==> config.mk <==
export PLATFORM = sky130hd
export DESIGN_NAME = fetch_stage
export DESIGN_NICKNAME = d
export VERILOG_FILES = /design/src/rtl/fetch_stage.sv
export SDC_FILE = /design/constraint.sdc
export NUM_CORES = 1
export LEC_CHECK = 0
export CAP_MARGIN = 20
export CORE_ASPECT_RATIO = 0.7
export CORE_UTILIZATION = 50
export DETAILED_ROUTE_END_ITERATION = 8
export PLACE_DENSITY = 0.84
export SYNTH_ARGS = -nofsm -noshare
export SYNTH_HDL_FRONTEND = slang
export SYNTH_SLANG_ARGS = --single-unit
==> constraint.sdc <==
create_clock -name clk -period 11.2 [get_ports clk]
set_input_delay 2.24 -clock clk [delete_from_list [all_inputs] [get_ports clk]]
set_output_delay 2.24 -clock clk [all_outputs]
set_load 0.03 [all_outputs]
==> src/rtl/fetch_stage.sv <==
// Instruction fetch stage: owns the PC, reads imem combinationally and queues {pc, instr} for decode.
// Optional macro FETCH_MISALIGN_CHECK_EN enables the sticky misaligned-redirect fault mode.
module fetch_stage #(
  parameter logic [31:0] RESET_PC = 32'h0000_0000,
  parameter int          QDEPTH   = 2
) (
  input  logic        clk,
  input  logic        rst,
  output logic [31:0] imem_addr,
  input  logic [31:0] imem_instr,
  input  logic        redirect_valid,
  input  logic [31:0] redirect_pc,
  output logic        out_valid,
  input  logic        out_ready,
  output logic [31:0] out_instr,
  output logic [31:0] out_pc,
  output logic        fetch_fault
);

  localparam int PW = (QDEPTH > 1) ? $clog2(QDEPTH) : 1;
  localparam int CW = PW + 1;
  localparam logic [CW-1:0] FULL_COUNT = CW'(QDEPTH);

  typedef enum logic {RUN, FAULT} mode_t;

  mode_t         mode_reg, mode_next;
  logic [31:0]   pc_reg, pc_next;
  logic [PW-1:0] head_reg, tail_reg;
  logic [CW-1:0] count_reg;
  logic [31:0]   q_pc    [QDEPTH];
  logic [31:0]   q_instr [QDEPTH];

  logic pop, push, full;

  assign full      = (count_reg == FULL_COUNT);
  assign out_valid = (count_reg != '0);
  assign pop       = out_valid & out_ready;
  assign push      = (mode_reg == RUN) & ~redirect_valid & (~full | pop);
  assign imem_addr = pc_reg;
  assign out_pc    = q_pc[head_reg];
  assign out_instr = q_instr[head_reg];

`ifdef FETCH_MISALIGN_CHECK_EN
  assign fetch_fault = (mode_reg == FAULT);
`else
  logic misalign_unused;
  assign misalign_unused = |redirect_pc[1:0];
  assign fetch_fault = 1'b0;
`endif

  // Next PC and mode; a redirect always wins over sequential fetch.
  always_comb begin
    mode_next = mode_reg;
    pc_next   = pc_reg;
    if (redirect_valid) begin
`ifdef FETCH_MISALIGN_CHECK_EN
      pc_next   = redirect_pc;
      mode_next = (redirect_pc[1:0] != 2'b00) ? FAULT : RUN;
`else
      pc_next   = {redirect_pc[31:2], 2'b00};
      mode_next = RUN;
`endif
    end else if (push) begin
      pc_next = pc_reg + 32'd4;
    end
  end

  always_ff @(posedge clk or posedge rst) begin
    if (rst) begin
      mode_reg  <= RUN;
      pc_reg    <= RESET_PC;
      head_reg  <= '0;
      tail_reg  <= '0;
      count_reg <= '0;
    end else begin
      mode_reg <= mode_next;
      pc_reg   <= pc_next;
      if (redirect_valid) begin
        head_reg  <= '0;
        tail_reg  <= '0;
        count_reg <= '0;
      end else begin
        if (push) tail_reg <= tail_reg + 1'b1;
        if (pop)  head_reg <= head_reg + 1'b1;
        if (push && !pop)      count_reg <= count_reg + 1'b1;
        else if (pop && !push) count_reg <= count_reg - 1'b1;
      end
    end
  end

  // Payload storage needs no reset: entries are only observed when counted valid.
  always_ff @(posedge clk) begin
    if (push) begin
      q_pc[tail_reg]    <= pc_reg;
      q_instr[tail_reg] <= imem_instr;
    end
  end

endmodule
==> results summary <==
0 antenna diodes ended up in the layout. The overall track demand over capacity in global routing is 22.4%. The site row count is 34. The number of global-route vias before repair came out at 4040. The average instance in the mapped netlist occupies 15.6 um^2. The starting utilization of the core area came out at 51.2%. The fraction of layout instances using a drive strength above 1 is 18.4%.

The required arrival time at the worst endpoint came out at 8.96 ns. In this run the number of H-tree levels came out at 4. The total clock buffers created by CTS came out at 17. More flip-flops sit in one register than any other, and that register is q_instr. The kind of end point of the critical path is an output port. The setup path with the least slack is of type reg -> out.

The pin count of the biggest net entering global routing came out at 59. The cell area that synthesis handed to floorplanning was 6370 um^2. The minimum hold slack came out at 0.569 ns.

The register area share after synthesis is 71.9%. The y dimension of the die is 96.4 um. The worst-skew pair later-pin latency is 0.41 ns. The length in cells of the worst reg-to-reg path came out at 3. The flow ran to the end, and the final reports show no timing, DRC or antenna violations. The smallest setup slack after layout is 6.18 ns.

The total global routing overflow is 0. OpenSTA, run right after detailed placement, puts the worst setup slack at 6.38 ns. The startpoint of the worst register-to-register path is count_reg[1]. The static leakage is 0.00307 uW. The worst hold path was traced through 0 stages. The number of enable flip-flop cells after synthesis came out at 124. The synthesis-stage register bit count came out at 158. The detail route stage leaves a number of antenna-violating nets equal to 0. The TritonCTS sink count came out at 158. The number of hold buffers added after cts is 0. The routed layout has 3940 vias. The layout has 840 filler cells. The peak supply drop came out at 136 uV. The wire length of the first global-routing pass came out at 21400 um. Clock-pin slew was measured on the worst setup and hold paths at 0.06 ns. sky130_fd_sc_hd__edfxtp_1 is the most common cell in the netlist. The maximum buffer depth of the clock tree came out at 2. The post-route clock skew is 0.00478 ns. In the final layout, the multi-input gates occupy 1710 um^2. The fraction of synthesized cell area taken by the top area cell type came out at 58.5%. Pin placement for this block handled 166 I/O pins.

The worst register-to-register path has a setup slack of 8.79 ns. In this run the post-CTS setup repair buffer count came out at 0. At the end of the flow the core is filled with cells to 70.1%. The share of flip-flops with an asynchronous set or reset after synthesis came out at 21.5%. In this run the critical register-to-register path is captured at q_pc[1][25]. The count of input and output buffers is 158.

The cell type with the largest total area after synthesis is sky130_fd_sc_hd__edfxtp_1. The type of the tightest min-delay check is reg -> reg. The half-perimeter wire length after placement is 9220 um. Dividing the detail-routed wire length by the instance count gives 18.6 um. The routability-driven placement congestion ratio came out at 0.777. The ratio of routed vias to standard cells is 5.25. Setup repair after global routing left no endpoint under its margin.

After routing, the total negative slack on setup checks comes to 0 ns. From left edge to right edge, the die measures 137 um. In this run the worst setup path begins at head_reg.

Counting I/O delays and the setup requirement, the final critical path takes 5.02 ns. The post-cts sizing count is 0. The die outline area is 13200 um^2. The total core area came out at 12400 um^2. After synthesis, the netlist uses 32 different library cells. The actual slew at the worst max-slew pin came out at 0.867 ns. The first routing iteration left 208 violations. The register with the most flip-flops in the layout has 64 of them. Following the worst setup path forward leads to its endpoint at out_pc[21]. The initial antenna violation count is 0.

The achievable frequency came out at 199 MHz. The area taken by flip-flops and latches came out at 4580 um^2. The number of detailed-routing iterations run before antenna repair is 4. The max-capacitance violation count is 0.

The number of instances in the synthesized netlist came out at 408. Setup violations remaining at the end of the flow were counted as 0. Data arrives at the worst endpoint at 2.78 ns. The total count of hold-check failures in the final report came out at 0.

The worst setup path is launched from a register. The power per standard cell area is 183 nW/um^2. The number of pins exceeding their max-slew limit in the final report is 0. Of all nets on the critical path, the largest fanout is 42. Ranked by instance count, the synthesized netlist is headed by 124 x sky130_fd_sc_hd__edfxtp_1, 63 x sky130_fd_sc_hd__mux2_2, 39 x sky130_fd_sc_hd__nand2_1, 34 x sky130_fd_sc_hd__dfrtp_1, 29 x sky130_fd_sc_hd__o21ai_0. CTS placed an instance of sky130_fd_sc_hd__clkbuf_16 at the clock tree root. The Yosys step of the flow raised 0 warnings. The tightest slew margin relative to the limit is 42.2%. For this run, the post-layout net count is 644. The final routed wirelength across all metal layers came out at 14000 um. In the routed design, unresolved DRC markers number 0.

The synthesis-to-finish area growth is 36.7%. Dividing the final minimum period by the clock period gives 44.9%. TritonCTS built the clock tree.

The most common flop cell mapped by yosys is sky130_fd_sc_hd__edfxtp_1. In the post-synthesis netlist, the biggest area contributors are sky130_fd_sc_hd__edfxtp_1 58%, sky130_fd_sc_hd__dfrtp_1 13%, sky130_fd_sc_hd__mux2_2 11%, sky130_fd_sc_hd__xor2_1 2.3%, sky130_fd_sc_hd__nand2_1 2.3%.
[metrics by stage]
step                      std cells  instance area [um^2]  power (uW)
after global placement          718                  8110        1030
after detailed placement        718                  8110        1040
final                           750                  8700        1590
after global routing            750                  8700        1650
after floorplan                 412                  6380         907
after CTS                       750                  8700        1610
[layout make-up]
cell class	count	area share [%]
inverter	3	0.129
tap	162	2.33
timing repair buffer	163	18.5
multi-input combinational	232	19.7
clock buffer	17	4.89
sequential	158	52.6
clock inverter	15	1.87
[placed cells by master, fill, tap and decap left out, drive strengths merged, types with 2 or more instances in the layout]
cell / count
dfrtp: 34
clkinv: 9
conb: 5
nand3: 7
and3: 7
nor2: 10
edfxtp: 124
a31oi: 3
o21ai: 29
xnor2: 12
buf: 6
nand4: 17
inv: 6
or3: 3
xor2: 17
mux2: 63
nor4: 3
clkbuf: 17
nor3: 9
bufinv: 2
nand2: 39
clkdlybuf4s50: 157
[how the worst min path moves through the flow]
| stage | from | end | slack [ns] |
|---|---|---|---|
| 6_report | imem_addr[27] | q_pc[1][27] | 0.57 |
| 5_1_grt | imem_addr[27] | q_pc[1][27] | 0.57 |
| 4_1_cts | imem_addr[28] | q_pc[0][28] | 0.57 |
| 3_5_place_dp | imem_addr[27] | q_pc[0][27] | 0.55 |
| 3_3_place_gp | imem_addr[28] | q_pc[1][28] | 0.55 |
| 2_1_floorplan | tail_reg | tail_reg | 0.52 |
[logic make-up (layout without fill, tap and decap cells)]
family	Yosys count	after routing	share of synthesized area [%]
flops	158	158	71.9
mux	64	64	11.3
compound gates	33	33	2.65
fa+ha+maj	1	1	0.197
xor+xnor	29	29	3.99
simple gates	100	100	8.33
buf+inv	22	198	1.61
other cells	1	5	0.0589
[critical path, cell delays in order (launching register included)]
cell                              delay (ns)
sky130_fd_sc_hd__dfrtp_2                0.73
sky130_fd_sc_hd__buf_4                  0.58
sky130_fd_sc_hd__mux2_2                 0.40
sky130_fd_sc_hd__clkdlybuf4s50_1        0.62
[routing by layer]
layer	part of all wire, %	routed length (um)	vias up	global-route usage, %
met4	0.76	106	0	8.15
met1	42	5910	1916	28.2
li1	-	-	1867	-
met3	9.4	1320	13	6.94
met2	47	6620	144	36.8
met5	0	0	-	0
[where the power goes]
part	internal, uW	leakage [uW]	switching [uW]	total [uW]
Sequential	688	0.00158	36.9	725
Combinational	136	0.00121	166	302
Clock	331	0.000283	233	564
Total	1160	0.00307	436	1590
No activity file was read; power rests on OpenSTA's default activity.
